<file path="config.mk">
export PLATFORM = sky130hd
export DESIGN_NAME = mul_seq
export DESIGN_NICKNAME = d
export VERILOG_FILES = /design/src/rtl/mul_seq.sv
export SDC_FILE = /design/constraint.sdc
export NUM_CORES = 1
export LEC_CHECK = 0
export ABC_AREA = 1
export BUFFER_PORTS_ARGS = -buffer_cell sky130_fd_sc_hd__buf_2
export CAP_MARGIN = 0
export CORE_MARGIN = 2
export CORE_UTILIZATION = 45
export CTS_CLUSTER_SIZE = 20
export DETAILED_ROUTE_END_ITERATION = 12
export HOLD_SLACK_MARGIN = 0.06
export PLACE_DENSITY = 0.75
export SYNTH_ARGS = -nofsm -noshare
export SYNTH_HDL_FRONTEND = slang
export SYNTH_SLANG_ARGS = --single-unit
</file>
<file path="constraint.sdc">
create_clock -name clk -period 3.19 [get_ports clk]
set_input_delay 0.319 -clock clk [delete_from_list [all_inputs] [get_ports clk]]
set_output_delay 0.319 -clock clk [all_outputs]
set_load 0.05 [all_outputs]
</file>
<file path="src/rtl/mul_seq.sv">
// Shift-and-add 4x4 unsigned multiply sequencer. It drives the control and data
// inputs of the AH/AL accumulator pair and owns the adder, the carry flop and the step counter.
module mul_seq #(
  parameter int WIDTH = 4
) (
  input  logic             clk,
  input  logic             clr,
  input  logic             start,
  input  logic [WIDTH-1:0] mplier,
  input  logic [WIDTH-1:0] mcand,
  input  logic [WIDTH-1:0] ah_out,
  input  logic [WIDTH-1:0] al_out,
  output logic [WIDTH-1:0] ah_in,
  output logic             ah_inen,
  output logic             ah_reset,
  output logic [WIDTH-1:0] aludata,
  output logic             carry_out,
  output logic [1:0]       hs,
  output logic [1:0]       ls,
  output logic             busy,
  output logic             done
);

  localparam int CW = $clog2(WIDTH);

  typedef enum logic [2:0] {
    S_IDLE, S_LOADH, S_LOADL, S_ADD, S_SHIFT, S_DONE
  } state_t;

  localparam logic [1:0] SH_LOAD  = 2'b00;
  localparam logic [1:0] SH_RIGHT = 2'b10;
  localparam logic [1:0] SH_HOLD  = 2'b11;

  state_t           state_q, state_d;
  logic [WIDTH-1:0] mcand_q, mcand_d;
  logic [WIDTH-1:0] mplier_q, mplier_d;
  logic             carry_q, carry_d;
  logic [CW-1:0]    cnt_q, cnt_d;
  logic             busy_q, busy_d;
  logic             done_q, done_d;
  logic             ah_inen_q, ah_inen_d;
  logic             ah_reset_q, ah_reset_d;
  logic [WIDTH:0]   sum;

  assign sum     = {1'b0, ah_out} + {1'b0, mcand_q};
  assign aludata = sum[WIDTH-1:0];

  always_comb begin
    // NOTE: every variable gets a default before the case so no path leaves it unassigned (no latches).
    state_d  = state_q;
    mcand_d  = mcand_q;
    mplier_d = mplier_q;
    carry_d  = carry_q;
    cnt_d    = cnt_q;
    case (state_q)
      S_IDLE: begin
        if (start) begin
          mcand_d  = mcand;
          mplier_d = mplier;
          state_d  = S_LOADH;
        end
      end
      S_LOADH: state_d = S_LOADL;
      S_LOADL: begin
        cnt_d   = '0;
        carry_d = 1'b0;
        state_d = S_ADD;
      end
      S_ADD: begin
        carry_d = al_out[0] ? sum[WIDTH] : 1'b0;
        state_d = S_SHIFT;
      end
      S_SHIFT: begin
        cnt_d   = cnt_q + CW'(1);
        state_d = (cnt_q == CW'(WIDTH - 1)) ? S_DONE : S_ADD;
      end
      S_DONE:  state_d = S_IDLE;
      default: state_d = S_IDLE;
    endcase

    // Flag outputs are precomputed from the next state so they leave straight from flops.
    busy_d     = (state_d != S_IDLE);
    done_d     = (state_d == S_DONE);
    ah_inen_d  = (state_d == S_LOADH);
    ah_reset_d = (state_d == S_LOADL);
  end

  always_ff @(posedge clk) begin
    // NOTE: sequential state uses non-blocking assignments so all flops update from pre-edge values.
    if (clr) begin
      state_q    <= S_IDLE;
      mcand_q    <= '0;
      mplier_q   <= '0;
      carry_q    <= 1'b0;
      cnt_q      <= '0;
      busy_q     <= 1'b0;
      done_q     <= 1'b0;
      ah_inen_q  <= 1'b0;
      ah_reset_q <= 1'b0;
    end else begin
      state_q    <= state_d;
      mcand_q    <= mcand_d;
      mplier_q   <= mplier_d;
      carry_q    <= carry_d;
      cnt_q      <= cnt_d;
      busy_q     <= busy_d;
      done_q     <= done_d;
      ah_inen_q  <= ah_inen_d;
      ah_reset_q <= ah_reset_d;
    end
  end

  // Shift codes decode from the state; ADD loads AH only when the current multiplier bit (AL[0]) is set.
  always_comb begin
    hs    = SH_HOLD;
    ls    = SH_HOLD;
    ah_in = '0;
    case (state_q)
      S_LOADH: begin
        hs    = SH_LOAD;
        ah_in = mplier_q;
      end
      S_LOADL: ls = SH_LOAD;
      S_ADD:   if (al_out[0]) hs = SH_LOAD;
      S_SHIFT: begin
        hs = SH_RIGHT;
        ls = SH_RIGHT;
      end
      default: ;
    endcase
  end

  assign carry_out = carry_q;
  assign busy      = busy_q;
  assign done      = done_q;
  assign ah_inen   = ah_inen_q;
  assign ah_reset  = ah_reset_q;

endmodule

</file>
==> impl_metrics.csv <==
group,metric,value,unit
placed_design,place_inst,170,
routing,vias,796,
setup_path,cp_data_required_time,2870,ps
global_routing,antenna_found_initial,0,
routing,top_layer,"met4",
routing,drt_iter0_markers,7,
clocking,clkSlewWorstSetupHoldPaths,110,ps
cells_and_area,n_antenna_cell,0,
pwr,finalPower,0.000627,W
sta,fmax,0.499,GHz
cells_and_area,fin_cells,173,
floorplan,io_pins,36,
routing,vias_per_cell,4.60,
pwr,power_density,571,nW/um^2
floorplan,num_rows,16,
setup_path,ff2ff_setup_slack,1770,ps
routing,drtAntennaViolNets,0,
synthesis,netlist.area_leader.share,0.398,
clocking,cts.sinks,18,
setup_path,cp-start-kind,"register",
synthesis,seq_area_frac_synth,0.398,
sta,slew_violations,0,
pwr,vdd_drop_max,0.299,mV
routing,dr.pass1.iters,4,
placed_design,hpwlAfterDp,1300,um
synthesis,synthTopCellsByArea,"dfxtp_1 40%, inv_1 8.3%, ha_1 6.9%",
placed_design,dpl-instance-area,1070,sq um
routing,met2_length,774,um
run_status,status,"finished clean",
run,cap_violations,0,
synthesis,synth.distinct_cells,21,
floorplan,die_h,48.9,um
routing,finalWirelength,1720,um
clocking,post_cts_buffers,0,
clocking,cts_buffer_depth,2,
floorplan,start_util,0.471,
placed_design,place_congestion,0.788,
clocking,htreeDepth,1,
routing,wl_per_cell,9.93,um
setup_path,end_kind,"primary output",
sta,finalHoldViolCount,0,
synthesis,avgSynthCellArea,8.02,sq um
synthesis,synth_seq_cells,18,
clocking,cts_tree,"yes",
global_routing,grt_pass1_vias,702,
clocking,postCtsHoldBufs,0,
sta,grt_setup_unrepaired,"no",
setup_path,crit_fanout,2,
synthesis,yosys_most_used_dff,"dfxtp_1",
synthesis,yosysMostFrequentCell,"inv_1",
synthesis,async_flop_share,0,
sta,skew,5.95,ps
sta,slew-limit-headroom,0.715,
floorplan,die_w,48.9,um
routing,wl_met3,93,um
sta,tightest_slew,427,ps
cells_and_area,syn_to_final_growth,21.1,%
synthesis,synth_warnings,0,
global_routing,grt_pass1_wl,2880,um
sta,fin_crit_sh,0.628,
setup_path,worst-setup-path-type,"register to primary output",
pwr,p_leak,0.575,nW
cells_and_area,drive_above_1_share,0.336,
routing,met1_length,803,um
routing,drc,0,
clocking,post_cts_resized,0,
synthesis,syn_inst,113,
global_routing,grt_overflow,0,
floorplan,dieArea,2390,sq um
synthesis,synth_commonest_cells,"20 x inv_1, 18 x dfxtp_1, 15 x nor2_1",
clocking,clock_latency,300,ps
sta,setup_viol,0,
cells_and_area,nNetsFinal,173,
floorplan,coreArea,1920,sq um
synthesis,yosysTopAreaCell,"dfxtp_1",
global_routing,track_usage,0.160,
hold_path,min_path_type,"primary input to register",
cells_and_area,fin_area,1100,sq um
clocking,cts_buffers,3,
clocking,root_buffer,"clkbuf_4",
setup_path,cp_data_arrival_time,1680,ps
synthesis,synth_fp_nets,138,
placed_design,port-buffer-count,32,
synthesis,synth_edf_count,0,
sta,finalSetupTns,0,ps
synthesis,synth_area,906,sq um
sta,timing.final.crit_period,2000,ps
global_routing,grt_max_degree,17,
report_power, final:
group / total [W] / switching, W / internal, W
logic: 0.000247 / 0.000182 / 0.0000656
clock network: 0.000118 / 0.0000742 / 0.0000441
registers: 0.000261 / 0.0000137 / 0.000247
total: 0.000627 / 0.000269 / 0.000357
layout by cell type, fill, tap and decap left out:
cell      instances
a21oi_1           7
a21oi_2           4
buf_2            32
clkbuf_4          3
dfxtp_1          18
fa_1              1
ha_1              5
inv_1            20
inv_2             1
nand2_1          13
nand2_4           1
nand3_1           9
nand3_2           2
nand3b_1          1
nor2_1           15
nor2_2            1
nor2_4            1
o21ai_0           6
o21ai_2           4
xnor2_1           1
xor2_1            1
final cells by class:
class | instances | area (sq um)
fillers | 201 | 825
multi-input cells | 72 | 442
flip-flops and latches | 18 | 360
repair buffers | 32 | 160
inverters | 21 | 78.8
well taps | 27 | 33.8
clock buffers | 3 | 22.5
kinds of logic after synthesis:
group | share of synthesized area
AND/OR/NAND/NOR | 0.228
AO/OA/AOI/OAI | 0.149
buffers and inverters | 0.115
XOR/XNOR | 0.0193
adder cells (fa/ha/maj) | 0.0912
flip-flops | 0.398
worst max-delay path, stage by stage, from the launching register on:
cell	delay, ps
dfxtp_1	350
ha_1	160
inv_1	50
fa_1	380
xnor2_1	160
buf_2	280
worst paths after layout:
check | start | endpoint | cells past startpoint
setup / recovery | mcand_q[0]$_SDFFE_PP0P_ | aludata[2] | 5
hold / removal | mcand[0] | mcand_q[0]$_SDFFE_PP0P_ | 3
setup reg to reg | mcand_q[0]$_SDFFE_PP0P_ | carry_out$_SDFFE_PP0P_ | 7
hold reg to reg | mplier_q[3]$_SDFFE_PP0P_ | mplier_q[3]$_SDFFE_PP0P_ | 2
per-stage QoR:
stage	setup slack, ps	hold slack, ps	util
2_1_floorplan	1130	388	-
3_3_place_gp	1450	442	0.559
3_5_place_dp	1430	448	0.559
4_1_cts	1170	240	0.571
5_1_grt	1100	244	0.571
6_report	1190	244	0.571
state kept, by name (all words and copies together) (netlist names):
register	flops
mplier_q	4
busy	1
ah_inen	1
mcand_q	4
done	1
state_q	3
cnt_q	2
ah_reset	1
carry_out	1
layer usage:
metal,global-route usage,vias up
met5,0,-
met4,0.114,0
met3,0.0276,4
met2,0.265,23
met1,0.187,346
li1,-,423
(Power assumes the default switching activity.)
